File: config.mk
export PLATFORM = sky130hd
export DESIGN_NAME = battle_board
export DESIGN_NICKNAME = d
export VERILOG_FILES = /design/src/rtl/game_board_pkg.sv /design/src/rtl/battle_grid.sv /design/src/rtl/battle_board.sv
export SDC_FILE = /design/constraint.sdc
export NUM_CORES = 1
export LEC_CHECK = 0
export CORE_ASPECT_RATIO = 0.8
export CORE_MARGIN = 5
export CORE_UTILIZATION = 55
export CTS_BUF_LIST = sky130_fd_sc_hd__clkbuf_16
export CTS_CLUSTER_DIAMETER = 40
export DETAILED_ROUTE_END_ITERATION = 6
export PLACE_DENSITY = 0.73
export REMOVE_ABC_BUFFERS = 1
export SLEW_MARGIN = 10
export SYNTH_ARGS = -nofsm -noshare
export SYNTH_HDL_FRONTEND = slang
export SYNTH_SLANG_ARGS = --single-unit
File: constraint.sdc
create_clock -name clk -period 4.25 [get_ports clk]
set_input_delay 1.0625 -clock clk [delete_from_list [all_inputs] [get_ports clk]]
set_output_delay 1.0625 -clock clk [all_outputs]
set_load 0.02 [all_outputs]
File: src/rtl/game_board_pkg.sv
// Shared types for the battle board: cell codes, game phases, shot result
// codes and a small range-check helper used by the board and its grids.
package game_board_pkg;

  typedef enum logic [1:0] {
    EMPTY = 2'b00,
    SHIP  = 2'b01,
    HIT   = 2'b10,
    MISS  = 2'b11
  } cell_t;

  typedef enum logic [2:0] {
    P_IDLE  = 3'd0,
    P_CLEAR = 3'd1,
    P_PLACE = 3'd2,
    P_PLAY  = 3'd3,
    P_OVER  = 3'd4
  } phase_t;

  localparam logic [1:0] RES_REJ  = 2'b00;
  localparam logic [1:0] RES_HIT  = 2'b10;
  localparam logic [1:0] RES_MISS = 2'b11;

  // True when (r,c) lies on an n x n board.
  function automatic logic in_grid(input int r, input int c, input int n);
    return (r < n) && (c < n);
  endfunction

endpackage

File: src/rtl/battle_grid.sv
// One BOARD_SIZE x BOARD_SIZE board of 2-bit cells: single write port,
// whole-row clear for the sweep, combinational peek of the write address
// (used for the accept checks) and a registered display read port.
module battle_grid
  import game_board_pkg::*;
#(
  parameter int BOARD_SIZE = 10,
  parameter int CW         = 4
) (
  input  logic          clk,
  input  logic          rst_n,
  input  logic          clr_en,
  input  logic [CW-1:0] clr_row,
  input  logic          we,
  input  logic [CW-1:0] wr_row,
  input  logic [CW-1:0] wr_col,
  input  logic [1:0]    wr_data,
  output logic [1:0]    peek,
  input  logic [CW-1:0] rd_row,
  input  logic [CW-1:0] rd_col,
  output logic [1:0]    rd_code
);

  logic [BOARD_SIZE-1:0][BOARD_SIZE-1:0][1:0] mem;
  logic wr_in, rd_in;

  assign wr_in = in_grid(int'(wr_row), int'(wr_col), BOARD_SIZE);
  assign rd_in = in_grid(int'(rd_row), int'(rd_col), BOARD_SIZE);
  assign peek  = wr_in ? mem[wr_row][wr_col] : EMPTY;

  // Cell storage: row clear and cell write never overlap (different phases).
  always_ff @(posedge clk or negedge rst_n) begin
    if (!rst_n) begin
      mem <= '0;
    end else begin
      if (clr_en) mem[clr_row] <= '0;
      if (we && wr_in) mem[wr_row][wr_col] <= wr_data;
    end
  end

  // Display read, one cycle latency; off-board addresses read as EMPTY.
  always_ff @(posedge clk or negedge rst_n) begin
    if (!rst_n) rd_code <= EMPTY;
    else        rd_code <= rd_in ? mem[rd_row][rd_col] : EMPTY;
  end

endmodule

File: src/rtl/battle_board.sv
// One player's own and enemy boards with the game-phase FSM, board clear
// sweep, placement and incoming-shot handshakes and win/loss counters.
// Optional macro BATTLE_BOARD_UNDO_EN: clicking a placed ship in PLACE
// removes it again.
module battle_board
  import game_board_pkg::*;
#(
  parameter  int BOARD_SIZE = 10,
  parameter  int SHIP_CELLS = 20,
  localparam int CW         = (BOARD_SIZE > 1) ? $clog2(BOARD_SIZE) : 1,
  localparam int NW         = $clog2(SHIP_CELLS + 1)
) (
  input  logic          clk,
  input  logic          rst_n,
  input  logic          start,
  input  logic          place_valid,
  input  logic [CW-1:0] place_row,
  input  logic [CW-1:0] place_col,
  output logic          place_ack,
  output logic          place_ok,
  input  logic          in_shot_valid,
  output logic          in_shot_ready,
  input  logic [CW-1:0] in_shot_row,
  input  logic [CW-1:0] in_shot_col,
  output logic          in_res_valid,
  output logic [1:0]    in_res_code,
  input  logic          out_res_valid,
  input  logic [CW-1:0] out_res_row,
  input  logic [CW-1:0] out_res_col,
  input  logic [1:0]    out_res_code,
  input  logic [CW-1:0] rd_own_row,
  input  logic [CW-1:0] rd_own_col,
  input  logic [CW-1:0] rd_enemy_row,
  input  logic [CW-1:0] rd_enemy_col,
  output logic [1:0]    rd_own_code,
  output logic [1:0]    rd_enemy_code,
  output logic [2:0]    phase,
  output logic [NW-1:0] ships_placed,
  output logic [NW-1:0] own_hits,
  output logic [NW-1:0] enemy_hits,
  output logic          won,
  output logic          lost
);

  localparam logic [NW-1:0] NSHIP = NW'(SHIP_CELLS);
  localparam logic [CW-1:0] LAST  = CW'(BOARD_SIZE - 1);

  phase_t        phase_q, phase_d;
  logic [CW-1:0] clr_q, clr_d;
  logic [NW-1:0] ships_q, ships_d, own_q, own_d, en_q, en_d;
  logic          won_d, lost_d, ack_d, ok_d, rv_d;
  logic [1:0]    rc_d;

  logic          own_we, en_we;
  logic [1:0]    own_wdata, own_peek, en_peek;
  logic [CW-1:0] own_row, own_col;
  logic          shot_hs, place_in, shot_in, res_in;

  // Own board is written by placement in PLACE and by shots in PLAY only.
  assign own_row  = (phase_q == P_PLACE) ? place_row : in_shot_row;
  assign own_col  = (phase_q == P_PLACE) ? place_col : in_shot_col;
  assign place_in = in_grid(int'(place_row), int'(place_col), BOARD_SIZE);
  assign shot_in  = in_grid(int'(in_shot_row), int'(in_shot_col), BOARD_SIZE);
  assign res_in   = in_grid(int'(out_res_row), int'(out_res_col), BOARD_SIZE);

  // A start pulse abandons the game, so no shot is taken on that cycle.
  assign in_shot_ready = (phase_q == P_PLAY) && !start;
  assign shot_hs       = in_shot_valid && in_shot_ready;

  assign phase        = phase_q;
  assign ships_placed = ships_q;
  assign own_hits     = own_q;
  assign enemy_hits   = en_q;

  battle_grid #(.BOARD_SIZE(BOARD_SIZE), .CW(CW)) u_own (
    .clk(clk), .rst_n(rst_n), .clr_en(phase_q == P_CLEAR), .clr_row(clr_q),
    .we(own_we), .wr_row(own_row), .wr_col(own_col), .wr_data(own_wdata),
    .peek(own_peek), .rd_row(rd_own_row), .rd_col(rd_own_col), .rd_code(rd_own_code)
  );

  battle_grid #(.BOARD_SIZE(BOARD_SIZE), .CW(CW)) u_enemy (
    .clk(clk), .rst_n(rst_n), .clr_en(phase_q == P_CLEAR), .clr_row(clr_q),
    .we(en_we), .wr_row(out_res_row), .wr_col(out_res_col), .wr_data(out_res_code),
    .peek(en_peek), .rd_row(rd_enemy_row), .rd_col(rd_enemy_col), .rd_code(rd_enemy_code)
  );

  // Next-state, board writes and handshake responses.
  always_comb begin
    phase_d   = phase_q;
    clr_d     = clr_q;
    ships_d   = ships_q;
    own_d     = own_q;
    en_d      = en_q;
    won_d     = won;
    lost_d    = lost;
    own_we    = 1'b0;
    own_wdata = EMPTY;
    en_we     = 1'b0;
    ack_d     = place_valid;
    ok_d      = 1'b0;
    rv_d      = 1'b0;
    rc_d      = RES_REJ;
    if (start) begin
      phase_d = P_CLEAR;
      clr_d   = '0;
      ships_d = '0;
      own_d   = '0;
      en_d    = '0;
      won_d   = 1'b0;
      lost_d  = 1'b0;
    end else begin
      unique case (phase_q)
        P_CLEAR: begin
          if (clr_q == LAST) phase_d = P_PLACE;
          else               clr_d   = clr_q + 1'b1;
        end
        P_PLACE: begin
          if (place_valid && place_in) begin
            if (own_peek == EMPTY && ships_q < NSHIP) begin
              own_we    = 1'b1;
              own_wdata = SHIP;
              ok_d      = 1'b1;
              ships_d   = ships_q + 1'b1;
              if (ships_d == NSHIP) phase_d = P_PLAY;
            end
`ifdef BATTLE_BOARD_UNDO_EN
            else if (own_peek == SHIP) begin
              own_we    = 1'b1;
              own_wdata = EMPTY;
              ok_d      = 1'b1;
              ships_d   = ships_q - 1'b1;
            end
`endif
          end
        end
        P_PLAY: begin
          if (shot_hs) begin
            rv_d = 1'b1;
            if (shot_in && own_peek == SHIP) begin
              own_we    = 1'b1;
              own_wdata = HIT;
              rc_d      = RES_HIT;
              if (own_q < NSHIP) own_d = own_q + 1'b1;
            end else if (shot_in && own_peek == EMPTY) begin
              own_we    = 1'b1;
              own_wdata = MISS;
              rc_d      = RES_MISS;
            end
          end
          if (out_res_valid && res_in && en_peek == EMPTY) begin
            en_we = 1'b1;
            if (out_res_code == HIT && en_q < NSHIP) en_d = en_q + 1'b1;
          end
          if (own_d == NSHIP) lost_d = 1'b1;
          if (en_d == NSHIP)  won_d  = 1'b1;
          if (lost_d || won_d) phase_d = P_OVER;
        end
        default: ;
      endcase
    end
  end

  // State, counters and registered handshake outputs.
  always_ff @(posedge clk or negedge rst_n) begin
    if (!rst_n) begin
      phase_q      <= P_IDLE;
      clr_q        <= '0;
      ships_q      <= '0;
      own_q        <= '0;
      en_q         <= '0;
      won          <= 1'b0;
      lost         <= 1'b0;
      place_ack    <= 1'b0;
      place_ok     <= 1'b0;
      in_res_valid <= 1'b0;
      in_res_code  <= RES_REJ;
    end else begin
      phase_q      <= phase_d;
      clr_q        <= clr_d;
      ships_q      <= ships_d;
      own_q        <= own_d;
      en_q         <= en_d;
      won          <= won_d;
      lost         <= lost_d;
      place_ack    <= ack_d;
      place_ok     <= ok_d;
      in_res_valid <= rv_d;
      in_res_code  <= rc_d;
    end
  end

endmodule

# Word level (Yosys, flattened, before mapping)
# Cells that the tools add are included.
[word_totals] regBits=433 input_bits=48 wordCells=398
[op_classes] n_addsub=4 magnitude_cmp=29 n_eq_ne=15 mux=99 bitwise=3 reduce_logical=35
[ops] operator="2-to-1 mux 200 bit" n=4
[ops] operator="bitwise AND 200 bit" n=2
[ops] operator="bitwise mux 200 bit" n=2
[ops] operator="binary-select mux 20 bit (select 4 bit)" n=4
[ops] operator="demux 20 bit (select 4 bit)" n=3
[ops] operator="inverter 200 bit" n=1
[ops] operator="2-to-1 mux 20 bit" n=7
[ops] operator="2-to-1 mux 5 bit" n=17
[ops] operator="less-than comparator 4 bit (second input constant)" n=12
[ops] operator="less-than comparator 4 x 5 -> 1 bit (second input constant)" n=9
[ops] operator="binary-select mux 2 bit (select 4 bit)" n=4
[ops] operator="2-to-1 mux 2 bit" n=16
[ops] operator="2-to-1 mux 1 bit" n=26
[ops] operator="logical AND 1 bit" n=22
[ops] operator=">= comparator 4 x 1 -> 1 bit (second input constant)" n=5
[ops] operator="2-to-1 mux 4 bit" n=5
[ops] operator="2-to-1 mux 3 bit" n=6
[ops] operator="demux 2 bit (select 4 bit)" n=2
[ops] operator="adder 5 x 1 -> 5 bit (second input constant)" n=3
[ops] operator="== test 5 bit (second input constant)" n=3
[ops] operator="less-than comparator 5 bit (second input constant)" n=3
[ops] operator="inequality test 3 x 2 -> 1 bit (second input constant)" n=4
[ops] operator="nonzero test 2 bit" n=5
[ops] operator="case mux 3 bit (3 select lines)" n=1
[ops] operator="other kinds (17)" n=19

# Longest topological paths before layout
[depth] depth_word=21 ltp_mapped=18 depth_no_buf=11

# Hierarchy
# Synthesis repeated with hierarchy kept, for this count alone.
[hier_totals] hier_cells=2881 hier_area_um2=25846.0
[modules_own_cells] mod="battle_grid" n_inst=2 cells_per_inst=1352 area_per_inst_um2=12070.3 seq_area_each_um2=5054.8
[modules_own_cells] mod="battle_board" n_inst=1 cells_per_inst=177 area_per_inst_um2=1705.4 seq_area_each_um2=725.7

# Least setup slack after synthesis
# No wires, ideal clock.
[synth_path] path_type="input to register" start="in place_row[0]" end="reg u_own.mem[108] in the netlist's numbering" setup_time_ps=93 arrival_time_ps=4104 required_ps=4157 setup_slack_ps=53 cell_stages=13 n_path_buf=5 cell_sequence="buf_2 buf_2 mux4_2 mux4_2 a21oi_1 o211ai_1 and4_4 buf_6 nor4b_4 o2111ai_1 buf_4 buf_6 o31ai_2"
[synth_via] elab_chain_cells=15 elab_cells_between_ends=38 classes_between="order compare (4); eq/ne (1); mux (24); reduce/logical (9)"
[synth_rtl] element="start, declared" line="battle_board.sv:17" rtl="input logic [CW-1:0] place_row,"
[synth_rtl] element="2-to-1 mux 4 bit" line="battle_board.sv:60" rtl="assign own_row = (phase_q == P_PLACE) ? place_row : in_shot_row;"
[synth_rtl] element="binary-select mux 20 bit (select 4 bit)" line="battle_grid.sv:29" rtl="assign peek = wr_in ? mem[wr_row][wr_col] : EMPTY;"
[synth_rtl] element="2-to-1 mux 20 bit (not written as such)" line="battle_grid.sv:29"
[synth_rtl] element="binary-select mux 2 bit (select 4 bit)" line="battle_grid.sv:29"
[synth_rtl] element="2-to-1 mux 2 bit (not written as such)" line="battle_grid.sv:29"
[synth_rtl] element="2-to-1 mux 2 bit" line="battle_grid.sv:29"
[synth_rtl] element="zero test 2 bit" line="battle_board.sv:119, battle_board.sv:144"
[synth_rtl] element="logical AND 1 bit" line="battle_board.sv:144" rtl="end else if (shot_in && own_peek == EMPTY) begin"
[synth_rtl] element="2-to-1 mux 2 bit or 2-to-1 mux 1 bit (tied branches)" line="battle_board.sv:144"
[synth_rtl] element="2-to-1 mux 2 bit or 2-to-1 mux 1 bit (tied branches)" line="battle_board.sv:139" rtl="if (shot_in && own_peek == SHIP) begin"
[synth_rtl] element="2-to-1 mux 2 bit or 2-to-1 mux 1 bit (tied branches)" line="battle_board.sv:137" rtl="if (shot_hs) begin"
[synth_rtl] element="case mux 2 bit (2 select lines) or case mux 1 bit (2 select lines) (tied branches)" line="battle_board.sv:112" rtl="unique case (phase_q)"
[synth_rtl] element="2-to-1 mux 2 bit or 2-to-1 mux 1 bit (tied branches)" line="battle_board.sv:103" rtl="if (start) begin"
[synth_rtl] element="bitwise mux 200 bit or logical AND 1 bit (tied branches)" line="battle_grid.sv:37" rtl="if (we && wr_in) mem[wr_row][wr_col] <= wr_data;"
[synth_rtl] element="2-to-1 mux 200 bit (*)" line="battle_grid.sv:37"
[synth_rtl] element="end signal, assigned by index" line="battle_grid.sv:37"
[synth_rtl] element="end, declared" line="battle_grid.sv:24" rtl="logic [BOARD_SIZE-1:0][BOARD_SIZE-1:0][1:0] mem;"
# Mark *: on every way between the ends. The rest lies on a longest branch, timed or not. The select of a mux whose other input is x is not followed.
# A chain may end at the register's enable or synchronous reset.

# Worst setup path in the final report
[layout_path] start="in place_row[1]" end="reg u_own.mem[52] in the netlist's numbering"
# The elaborated chain is that of the path after synthesis.

==> impl_metrics.json <==
{
  "run_status": "completed",
  "clk_latency_ns": 0.63,
  "drtIter0Drc": 3604,
  "rows": 70,
  "worstPathCellList": "clkdlybuf4s50_1 -> nor4bb_1 -> buf_4 -> a21o_4 -> buf_4 -> mux4_2 -> o221ai_1 -> o211ai_1 -> and4_4 -> nor4b_4 -> o2111ai_4 -> buf_4 -> buf_12 -> o31ai_2",
  "power_frac_comb_pct": 25.7,
  "grt_overflow": 0,
  "grt_pass1_wl_um": 138300,
  "setup_tns_ns": 0,
  "min_period_ns": 4.199,
  "antenna_left": 0,
  "grt_use_total_pct": 35.08,
  "cts_tree": "done",
  "power_switching_uw": 4285,
  "drive_gt1_share_pct": 27.26,
  "fin_hold_ws_ns": 0.4399,
  "switching_share_pct": 33.63,
  "worst-r2r-setup-slack_ns": 0.15,
  "crit_type": "in -> reg",
  "seq_power_share_pct": 37.7,
  "ir_drop_mv": 0.4876,
  "crit_path_max_fanout": 14,
  "place.port_buffers": 77,
  "worst-path-buf-inv": 5,
  "worstPathArrival_ns": 4.73,
  "ioPinCount": 78,
  "post_dp_cell_area_um2": 28810,
  "crit_top_cell": "buf_4",
  "globalplace.congestion": 1.034,
  "clockPowerShare_pct": 36.6,
  "start_util_pct": 55.44,
  "power_density_nw_per_um2": 415.4,
  "clk_pin_slew_worst_paths_ns": 0.06,
  "cts-root-buf": "clkbuf_16",
  "path_delay_family": "buffers and inverters",
  "fin_skew_ns": 0.03293,
  "cts.sinks": 433,
  "die-width_um": 249.8,
  "period_share_pct": 98.79,
  "hold_viol_final": 0,
  "synth_top_cell_by_area": "dfrtp_1",
  "drv_slew": 0,
  "avgViaCountPerCell": 7.128,
  "layout.nets": 2629,
  "dpl.hpwl_um": 62700,
  "clk_path_buf_depth": 3,
  "synth.avg_cell_area_um2": 10.82,
  "ys_seq_elements": 433,
  "drv_cap": 0,
  "synth_cell_type_count": 78,
  "htreeDepth": 2,
  "die_h_um": 201.8,
  "synth-edff-count": 0,
  "reg2reg_to": "u_own.mem[52]$_DFF_PN0_",
  "reg2reg_depth": 13,
  "grt_max_degree": 88,
  "cp-end-kind": "register",
  "path_depth": 14,
  "synth-warning-count": 0,
  "post_cts_buffers": 0,
  "cpPeakStageDelay_ns": 0.54,
  "start_kind": "primary input",
  "layout_common_cells": "dfrtp_1 (433), buf_4 (278), nand2_1 (257)",
  "wl_um": 90510,
  "final_area_um2": 30670,
  "synthFlopType": "dfrtp_1",
  "setup_viol": 0,
  "syn_to_final_growth_pct": 21.25,
  "synth.cell_area_um2": 25300,
  "critical_path_required_ns": 4.78,
  "antenna_found_initial": 2,
  "p_leak_uw": 0.01308,
  "p_int_uw": 8457,
  "slew_headroom_pct": 14.57,
  "wl_per_cell_um": 28.00,
  "hold_class": "in -> async",
  "synthDominantCellAreaShare_pct": 42.83,
  "synthTopCellsByArea": "dfrtp_1 (43%), mux4_2 (13%), a22o_1 (5.1%)",
  "async_flop_share_pct": 100.0,
  "yosysSeqAreaShare_pct": 42.83,
  "crit_start": "place_row[1]",
  "grt_pass1_vias": 22685,
  "drt_first_pass_iters": 6,
  "dr_total_vias": 23039,
  "fillers": 3342,
  "r2r-start": "phase[1]$_DFFE_PN0P_",
  "worst_pin_slew_ns": 1.277,
  "core_area_um2": 45630,
  "cts_made_buffers": 55,
  "die-area_um2": 50410,
  "cp_slowest_cell": "clkdlybuf4s50_1",
  "drcViolationCount": 0,
  "syn_inst": 2339,
  "fmax_mhz": 238.2,
  "final_common_cell": "dfrtp_1"
}
==> logic make-up (layout without fill, tap and decap cells) <==
group	Yosys count	after routing	synth area share [%]
muxes	253	253	17.48
adders and majority gates	7	7	0.3462
buffers and inverters	270	550	4.713
and+or+nand+nor	591	591	11.02
xor gates and xnor gates	10	10	0.3462
AOI/OAI and AO/OA	775	775	23.26
other	0	1	0
DFF	433	433	42.83
==> worst reg2reg max path: cells and delay by family (launching register included) <==
kind            cells  cell delay, ns
mux                 2            0.99
buf+inv             4            0.87
simple gates        3            0.81
flops               1            0.35
compound gates      4            1.01
==> power groups by stage <==
stage          Combinational (uW)  Sequential (uW)  Clock, uW
3_5_place_dp                 3130             4840          0
5_1_grt                      3440             4830       4890
6_report                     3280             4800       4670
4_1_cts                      3160             4780       4690
2_1_floorplan                1540             4780          0
3_3_place_gp                 3060             4810          0
==> worst max path at each step <==
stage                                to  slack, ns
2_1_floorplan  u_own.mem[108]$_DFF_PN0_      -7.64
3_3_place_gp   u_own.mem[156]$_DFF_PN0_      -0.80
3_5_place_dp   u_own.mem[116]$_DFF_PN0_      -0.85
4_1_cts            phase[1]$_DFFE_PN0P_      0.009
5_1_grt            phase[1]$_DFFE_PN0P_      -0.05
6_report        u_own.mem[52]$_DFF_PN0_       0.05
==> cell type report <==
class                           instances  area (um2)  area share [%]
Multi-Input combinational cell       1636       13370           43.60
Sequential cell                       433       10840           35.33
Antenna cell                            1       2.502        0.008158
Inverter                               51       191.4          0.6241
Clock inverter                         47       437.9           1.428
Tap cell                              612       765.7           2.496
Timing Repair Buffer                  397        3690           12.03
Clock buffer                           55        1376           4.487
==> sequential cells by signal (all words and copies together), names as in the netlist, 3 cells and up <==
name	cells
enemy_hits	5
phase	3
ships_placed	5
u_own.mem	200
clr_q	4
own_hits	5
u_enemy.mem	200
==> Yosys cell counts, types with 21 or more instances <==
library cell  number
a21oi_1           31
a22o_1           146
a31oi_1           26
buf_1             33
buf_2             41
clkbuf_1         124
dfrtp_1          433
inv_1             50
mux2i_1           87
mux4_2           149
nand2_1          259
nand2b_1          27
nand3_1           25
nor2_1           106
nor2b_1           50
nor3_1            50
o211ai_1         102
o21ai_0          218
o22ai_1           42
o31ai_1           21
o31ai_2           95
==> timing repair <==
action / CTS / global route
resized for setup: 3 / 6
hold buffers: 0 / 0
setup endpoints to repair: 108 / 144
pin swaps: 0 / 1
==> metrics by stage <==
step	total power (uW)	instances	util (%)	setup slack [ns]
finish	12740	3232	67.22	0.05146
global route	13160	3231	67.21	-0.05396
CTS	12630	3231	67.15	0.009129
detailed placement	7968	3129	63.14	-0.8519
global placement	7876	3129	63.14	-0.7999
floorplan	6322	2120	-	-7.637
==> per-layer routing <==
metal | up-vias | part of all wire, % | global-route usage [%]
li1 | 9450 | - | -
met1 | 11393 | 38 | 50.71
met2 | 1896 | 42 | 49.66
met3 | 298 | 16 | 13.56
met4 | 2 | 3.3 | 10.27
met5 | - | 0.014 | 0
(Power assumes the default switching activity.)
